## src/rtl/lsu.sv

```systemverilog
// -----------------------------------------------------------------------------
// lsu -- load/store unit between decode/control and data memory.
//
// Takes the decoder's memory controls (MemRead, MemWrite, Loadop, Saveop),
// an effective byte address and right-justified store data. Classifies the
// request (illegal op, misaligned, or a real access), drives a req/ack
// handshake with word-addressed data memory using byte enables, and returns
// sign/zero-extended load data. A bounded wait turns a missing ack into a
// bus error after TIMEOUT request cycles.
//
// Ports
//   clk, rst_n          clock, asynchronous active-low reset
//   op_valid            request strobe, taken only while busy=0
//   MemRead, MemWrite   load / store request
//   Loadop[2:0]         000 LW, 001 LB, 010 LBU, 011 LH, 100 LHU, else none
//   Saveop[1:0]         00 SW, 01 SB, 10 SH, 11 none
//   addr[31:0]          effective byte address
//   wdata[31:0]         store data, right-justified
//   busy                access in progress (state != IDLE)
//   done                one-cycle completion pulse
//   rdata[31:0]         extended load result, held until the next load
//   misalign, bus_err   fault flags, valid with done
//   mem_req .. mem_wdata  memory request bundle, stable while mem_req=1
//   mem_ack, mem_rdata  memory acknowledge and read data
// -----------------------------------------------------------------------------
module lsu #(
  parameter int unsigned TIMEOUT = 255  // max mem_req cycles without ack, >= 2
) (
  input  logic        clk,
  input  logic        rst_n,
  input  logic        op_valid,
  input  logic        MemRead,
  input  logic        MemWrite,
  input  logic [2:0]  Loadop,
  input  logic [1:0]  Saveop,
  input  logic [31:0] addr,
  input  logic [31:0] wdata,
  output logic        busy,
  output logic        done,
  output logic [31:0] rdata,
  output logic        misalign,
  output logic        bus_err,
  output logic        mem_req,
  output logic        mem_we,
  output logic [31:0] mem_addr,
  output logic [3:0]  mem_be,
  output logic [31:0] mem_wdata,
  input  logic        mem_ack,
  input  logic [31:0] mem_rdata
);

  localparam int CW = $clog2(TIMEOUT);

  typedef enum logic [1:0] {IDLE, ACCESS, RESP} state_t;
  typedef enum logic [1:0] {SZ_B, SZ_H, SZ_W} size_t;

  state_t          state, state_nxt;
  logic [CW-1:0]   cnt;
  logic            is_load;
  logic [2:0]      lop;
  logic [1:0]      lane;

  // Request decode, only meaningful in IDLE with op_valid.
  logic        req_any, illegal, unaligned, accept, timed_out;
  size_t       size;
  logic [3:0]  be;
  logic [31:0] wd;
  logic [7:0]  byte_sel;
  logic [15:0] half_sel;
  logic [31:0] load_ext;

  assign req_any   = MemRead | MemWrite;
  assign illegal   = (MemRead & MemWrite) | (MemRead & (Loadop > 3'd4))
                   | (MemWrite & (Saveop == 2'b11));
  assign accept    = (state == IDLE) & op_valid & req_any;
  assign timed_out = (cnt == CW'(TIMEOUT - 1));

  // NOTE: every signal driven in always_comb gets a default first, otherwise
  // an uncovered path holds the old value and synthesis infers a latch.
  always_comb begin
    size = SZ_W;
    if (MemRead) begin
      case (Loadop)
        3'b001, 3'b010: size = SZ_B;
        3'b011, 3'b100: size = SZ_H;
        default:        size = SZ_W;
      endcase
    end else begin
      case (Saveop)
        2'b01:   size = SZ_B;
        2'b10:   size = SZ_H;
        default: size = SZ_W;
      endcase
    end

    unaligned = ((size == SZ_W) && (addr[1:0] != 2'b00))
             || ((size == SZ_H) && addr[0]);

    case (size)
      SZ_B:    begin be = 4'b0001 << addr[1:0];             wd = {4{wdata[7:0]}};  end
      SZ_H:    begin be = addr[1] ? 4'b1100 : 4'b0011;      wd = {2{wdata[15:0]}}; end
      default: begin be = 4'b1111;                          wd = wdata;            end
    endcase
  end

  // Lane selection for load data, using the lane captured at accept time.
  always_comb begin
    byte_sel = mem_rdata[{lane, 3'b000} +: 8];
    half_sel = lane[1] ? mem_rdata[31:16] : mem_rdata[15:0];
    case (lop)
      3'b001:  load_ext = {{24{byte_sel[7]}}, byte_sel};
      3'b010:  load_ext = {24'd0, byte_sel};
      3'b011:  load_ext = {{16{half_sel[15]}}, half_sel};
      3'b100:  load_ext = {16'd0, half_sel};
      default: load_ext = mem_rdata;
    endcase
  end

  // ---- FSM: state register ----
  // NOTE: sequential state uses non-blocking assignments so every flop samples
  // the pre-edge values regardless of statement order.
  always_ff @(posedge clk or negedge rst_n) begin
    if (!rst_n) state <= IDLE;
    else        state <= state_nxt;
  end

  // ---- FSM: next state ----
  always_comb begin
    state_nxt = state;
    case (state)
      IDLE:    if (accept) state_nxt = (illegal | unaligned) ? RESP : ACCESS;
      ACCESS:  if (mem_ack | timed_out) state_nxt = RESP;
      RESP:    state_nxt = IDLE;
      default: state_nxt = IDLE;
    endcase
  end

  // ---- FSM: outputs decoded straight from the state flops ----
  always_comb begin
    busy    = (state != IDLE);
    done    = (state == RESP);
    mem_req = (state == ACCESS);
  end

  // Datapath registers. Fault flags are rewritten every cycle so they are
  // high only in the RESP cycle that carries done.
  always_ff @(posedge clk or negedge rst_n) begin
    if (!rst_n) begin
      misalign  <= 1'b0;
      bus_err   <= 1'b0;
      rdata     <= '0;
      mem_we    <= 1'b0;
      mem_addr  <= '0;
      mem_be    <= '0;
      mem_wdata <= '0;
      is_load   <= 1'b0;
      lop       <= '0;
      lane      <= '0;
      cnt       <= '0;
    end else begin
      misalign <= 1'b0;
      bus_err  <= 1'b0;
      case (state)
        IDLE: if (accept) begin
          bus_err  <= illegal;
          misalign <= ~illegal & unaligned;
          if (!illegal && !unaligned) begin
            mem_we    <= MemWrite;
            mem_addr  <= {addr[31:2], 2'b00};
            mem_be    <= be;
            mem_wdata <= wd;
            is_load   <= MemRead;
            lop       <= Loadop;
            lane      <= addr[1:0];
            cnt       <= '0;
          end
        end
        ACCESS: begin
          // An ack in the last allowed cycle wins over the timeout.
          if (mem_ack) begin
            if (is_load) rdata <= load_ext;
          end else if (timed_out) begin
            bus_err <= 1'b1;
          end else begin
            cnt <= cnt + 1'b1;
          end
        end
        default: ;
      endcase
    end
  end

endmodule

```

## config.mk

```make
export PLATFORM = sky130hd
export DESIGN_NAME = lsu
export DESIGN_NICKNAME = d
export VERILOG_FILES = /design/src/rtl/lsu.sv
export SDC_FILE = /design/constraint.sdc
export NUM_CORES = 1
export LEC_CHECK = 0
export CORE_MARGIN = 3
export CORE_UTILIZATION = 41
export DETAILED_ROUTE_END_ITERATION = 10
export GPL_TIMING_DRIVEN = 0
export PLACE_DENSITY_LB_ADDON = 0.2
export REMOVE_ABC_BUFFERS = 1
export SETUP_SLACK_MARGIN = 0.5
export SLEW_MARGIN = 10
export SYNTH_ARGS = -nofsm -noshare
export SYNTH_HDL_FRONTEND = slang
export SYNTH_SLANG_ARGS = --single-unit
```

## constraint.sdc

```tcl
create_clock -name clk -period 2.2 [get_ports clk]
set_clock_uncertainty 0.2 [all_clocks]
set_input_delay 0.22 -clock clk [delete_from_list [all_inputs] [get_ports clk]]
set_output_delay 0.22 -clock clk [all_outputs]
set_load 0.02 [all_outputs]
```

# Word level (Yosys, flattened, before mapping)
# Cells that the tools add are included.
dict set report word_totals {
  register_bits 117
  inputBits 107
  output_inout_bits 106
  elab_cells 89
}
dict set report classes {
  n_addsub 1
  n_lt_le_gt_ge 1
  n_eq_ne 21
  shifts 2
  n_mux 23
  n_bitwise 12
  n_reduce_logical 17
}
# op n
set ops {}
lappend ops {{32-bit one-hot mux with 4 select lines} 1}
lappend ops {{32-bit one-hot mux with 2 select lines} 1}
lappend ops {{8-bit 2-to-1 mux} 4}
lappend ops {{32-bit by 6-bit indexed part select with 8-bit output} 1}
lappend ops {{16-bit 2-to-1 mux} 1}
lappend ops {{8-bit one-hot mux with 2 select lines} 1}
lappend ops {{3-bit by 2-bit == test with 1-bit output, second input constant} 4}
lappend ops {{2-bit one-hot mux with 2 select lines} 3}
lappend ops {{8-bit by 1-bit adder with 8-bit output, second input constant} 1}
lappend ops {{2-bit == test, second input constant} 4}
lappend ops {{8-bit == test, second input constant} 1}
lappend ops {{2-bit 2-to-1 mux} 4}
lappend ops {{4-bit one-hot mux with 2 select lines} 1}
lappend ops {{1-bit bitwise AND} 6}
lappend ops {{2-bit by 1-bit == test with 1-bit output, second input constant} 3}
lappend ops {{3-bit by 1-bit == test with 1-bit output, second input constant} 2}
lappend ops {{3-bit == test, second input constant} 2}
lappend ops {{2-bit != test, second input constant} 3}
lappend ops {{3-bit AND reduction} 2}
lappend ops {{2-bit nonzero test} 3}
lappend ops {{1-bit 2-to-1 mux} 5}
lappend ops {{1-bit OR} 5}
lappend ops {{5-bit AND reduction} 1}
lappend ops {{2-bit logical NOT} 2}
lappend ops {{11 further kinds} 16}

# Longest topological paths before layout
dict set report logic_depth {
  ltp_word 12
  ltp_mapped 9
}

# Worst setup path before layout
# No wires, ideal clock.
dict set report synth_path {
  kind {reg-to-reg}
  start {register state[1]}
  end {register rdata[3]}
  setup_ns 0.104
  arrival_ns 1.807
  t_required_ns 1.896
  path_slack_ns 0.090
  stages_incl_launch_ff 9
  n_path_buf 3
  synth_period_minus_slack_ns 2.110
  cell_sequence {dfrtp_1 -> nand2b_1 -> buf_2 -> inv_1 -> and3_1 -> clkbuf_1 -> clkbuf_1 -> nor2_1 -> a221oi_1}
}
dict set report synth_via {
  elab_chain_len 2
}
# element line
set synth_rtl {}
lappend synth_rtl {{start, declared} 57} ;# state_t state, state_nxt;
lappend synth_rtl {{start signal, assigned} 124} ;# else state <= state_nxt;
lappend synth_rtl {{2-bit by 1-bit == test with 1-bit output} -}
lappend synth_rtl {{net mem_req} 43} ;# output logic mem_req,
lappend synth_rtl {{3-bit AND reduction (no source line)} -}
lappend synth_rtl {{end signal, assigned} 181} ;# if (is_load) rdata <= load_ext;
lappend synth_rtl {{end, declared} 40} ;# output logic [31:0] rdata,
# The timed path passes the listed nets, and every way through them passes these cells.
# A chain may end at the register's enable or synchronous reset.

# Final worst setup path
dict set report layout_path {
  start {register state[0]}
  end {register cnt[7]}
}
dict set report layout_via {
  elab_chain_len 5
  word_cells_on_any_way 11
  classes_between {eq/ne: 5; mux: 1; bitwise: 2; reduce/logical: 3}
}
# element line
set layout_rtl {}
lappend layout_rtl {{2-bit logical NOT} {75, 163}}
lappend layout_rtl {{1-bit bitwise AND (2 in series)} 75} ;# assign accept = (state == IDLE) & op_valid & req_any;
lappend layout_rtl {{2-bit != test (no source line)} -}
lappend layout_rtl {{5-bit AND reduction (no source line)} -}
lappend layout_rtl {{end signal, assigned} 185} ;# cnt <= cnt + 1'b1;
lappend layout_rtl {{end, declared} 58} ;# logic [CW-1:0] cnt;
# Several ways; a longest one is shown, not always the timed one.

==> out/results.tsv <==
stage	metric	value	unit
synth	Post-synth EDFFs	0	
routing	drt pass-1 iters	7	
worst_setup_path	crit path DAT	2.45	ns
worst_setup_path	Crit Path Category	reg -> reg	
synth	register area share after synthesis	50.1	%
cells_and_area	synth-to-layout area growth	75.3	%
global_route	largest net degree at the start of global routing	67	
floorplan	Die X	125	um
sta	hold slack final	0.132	ns
global_route	antenna violations before repair	0	
global_route	gr ovfl total	0	
clock_tree	H-tree depth	4	
sta	Fin. Hold Viols	0	
worst_setup_path	Crit path largest cell delay	0.40	ns
worst_setup_path	startpoint types	register	
cells_and_area	fin cells	1040	
clock_tree	clock-pin slew on the worst setup and hold paths	0.06	ns
routing	DRC viols	0	
clock_tree	clock root buffer	clkbuf_16	
worst_setup_path	reg2reg start	state[0]	
floorplan	die height	125	um
sta	Fin Setup TNS	-7.69	ns
synth	Synth top area share	50.1	%
floorplan	die area	15700	sq um
routing	routed len/inst	21.1	um
worst_setup_path	CP Capture Type	register	
global_route	total track usage	26.0	%
sta	endpoints failing setup	77	
worst_setup_path	crit-path max FO	5	
sta	Max Freq	424	MHz
clock_tree	CTS Buffer Depth	2	
placed_design	RD Place Congestion	0.814	
synth	most frequent cells after synthesis	dfrtp_1, nor2_1, nand2_1	
placed_design	placed cell count	937	
outcome	failing checks	setup timing	
synth	YS warnings	0	
cells_and_area	share of cells above drive strength 1	32.5	%
placed_design	count of buffers from port buffering	210	
sta	min cycle time layout	2.36	ns
worst_setup_path	CP max-delay cell	dfrtp_1	
worst_setup_path	CP startpoint	state[0]	
power	Cell Pwr Density	1370	nW/um^2
worst_setup_path	CP required	2.29	ns
clock_tree	Clock Latency Late Sink	0.42	ns
synth	flops & latches, synth	117	
floorplan	Initial Util	42.9	%
routing	Routed Antenna Nets	0	
synth	Avg Inst Size Synth	10.0	sq um
worst_setup_path	cell repeated most along the worst path	buf_6	
sta	Rel. slew slack	56.3	%
global_route	vias in the first global route	6150	
global_route	global-route wire length before repair	32900	um
clock_tree	Sinks on Clock Net	117	
worst_setup_path	CP cell instances	nor3b_2 -> nand4_1 -> a311oi_4 -> buf_6 -> buf_6 -> buf_12 -> buf_16 -> nand3b_1 -> o21ai_1	
placed_design	DP Wirelength	12600	um
synth	post-synth top area cell	dfrtp_1	
floorplan	Core Footprint	13600	sq um
sta	setup ws final	-0.158	ns
floorplan	Ports	213	
floorplan	Core Rows	42	
power	Pleak	4.44	nW
routing	routed vias	6028	
routing	initial DRC count	638	
synth	Post-Syn Instances	582	
sta	final max-slew violation count	0	
cells_and_area	Antenna Cells	0	
synth	Synth Flop Type	dfrtp_1	
routing	final WL	22000	um
synth	Synth area leaders	dfrtp_1, mux2_2, nor2_1, a21oi_1, nand2_1	
clock_tree	Num CTS Buffers	17	
job	max_cap viols	0	
synth	Yosys cell types	58	
cells_and_area	Net count, final	963	
clock_tree	CTS tree	done	
sta	unrepaired setup endpoints after global routing	true	
min_path	Min-Delay Path Class	in -> reg	
outcome	status	complete, but fails checks	
min_path	hold_sp	Loadop[2]	
power	Max IR drop VDD	0.815	mV
sta	Slew @ Worst Pin	0.654	ns
synth	post-synthesis cell area	5840	sq um
routing	DR vias/cell	5.80	
placed_design	post-place setup slack	-1.96	ns
synth	most frequent cell after synthesis	dfrtp_1	
synth	async set or reset register ratio after synthesis	100	%
sta	final worst path period share	107	%
## where the power goes
part / total (mW) / internal, mW / switching (mW)
registers: 3.83 / 3.19 / 0.639
logic: 7.43 / 3.39 / 4.04
clock network: 2.78 / 1.79 / 0.987
total: 14.0 / 8.37 / 5.67
## registers in the layout, indices dropped and copies added (netlist names)
register   flops
mem_wdata     32
mem_addr      30
is_load        1
mem_we         1
lane           2
mem_be         4
lop            3
cnt            8
state          2
misalign       1
rdata         32
bus_err        1
## placed cells by master (no fill, tap or decap), types with 7 or more instances in the layout
cell / Yosys / final
buf_4: 4 / 33
or2_2: 8 / 7
a21oi_2: 0 / 25
nor2_1: 71 / 58
dlygate4sd2_1: 0 / 106
clkdlybuf4s50_1: 0 / 99
mux2_4: 0 / 43
a31oi_1: 12 / 11
mux2i_1: 16 / 15
a221oi_2: 0 / 12
nor2_4: 0 / 10
dfrtp_1: 117 / 112
a2bb2oi_1: 8 / 8
buf_12: 0 / 16
nand3_1: 9 / 8
o21ai_0: 17 / 9
clkbuf_16: 0 / 18
mux2_2: 51 / 8
a21oi_1: 52 / 26
buf_6: 2 / 25
clkinv_2: 0 / 7
nand2_1: 63 / 61
## cell type report
| type | instances | area (sq um) |
|---|---|---|
| Clock inverter | 10 | 131 |
| Inverter | 10 | 51.3 |
| Clock buffer | 21 | 450 |
| Fill cell | 883 | 3360 |
| Timing Repair Buffer | 288 | 2960 |
| Multi-Input combinational cell | 418 | 3500 |
| Tap cell | 176 | 220 |
| Sequential cell | 117 | 2940 |
## metal layers
layer  track usage [%]  up-vias  routed length [um]
li1                  -     2639                   -
met1              30.3     2980                8070
met2              44.0      342               11100
met3              10.8       67                2070
met4              7.84        0                 680
met5                 0        -                   0
## critical path: cells and delay by family, from the launching register on
family                 cells  cell delay [ns]
and+or+nand+nor            3             0.62
buffers and inverters      4             0.54
AOI/OAI and AO/OA          2             0.46
DFF                        1             0.40
## metrics by stage
stage | util, % | total power [mW] | instance area [sq um]
2_1_floorplan | - | 7.04 | 5650
3_5_place_dp | 59.6 | 9.98 | 8120
4_1_cts | 72.0 | 13.3 | 9800
5_1_grt | 75.3 | 14.7 | 10200
3_3_place_gp | 58.6 | 9.78 | 7980
6_report | 75.3 | 14.0 | 10200
## final timing paths
kind,slack [ns],cells after the start,to
worst min register to register,0.30,1,mem_addr[5]
worst max-delay path,-0.16,9,cnt[7]
min in group asynchronous,0.17,2,cnt[0]
max in group asynchronous,0.95,3,mem_be[3]
worst max register to register,-0.16,9,cnt[7]
worst min-delay path,0.13,3,lop[2]
## what timing repair did
item | 4_1_cts | 5_1_grt
resized for setup | 279 | 74
endpoints found under the setup margin | 220 | 118
gates cloned | 4 | 2
hold buffers | 1 | 0
hold endpoints to repair | 65 | 0
buffers inserted | 52 | 13
pin swaps | 29 | 15
## kinds of logic after synthesis
logic type               Yosys count  synth area share [%]
AND/OR/NAND/NOR                  190                  14.6
AO/OA/AOI/OAI                    148                  16.8
multiplexers                      68                  13.0
XOR/XNOR                           4                 0.600
flip-flops                       117                  50.1
other                              1                0.0642
buffers and inverters             50                  3.96
adder cells (fa/ha/maj)            4                 0.856
Power figures use the tool's default switching activity.
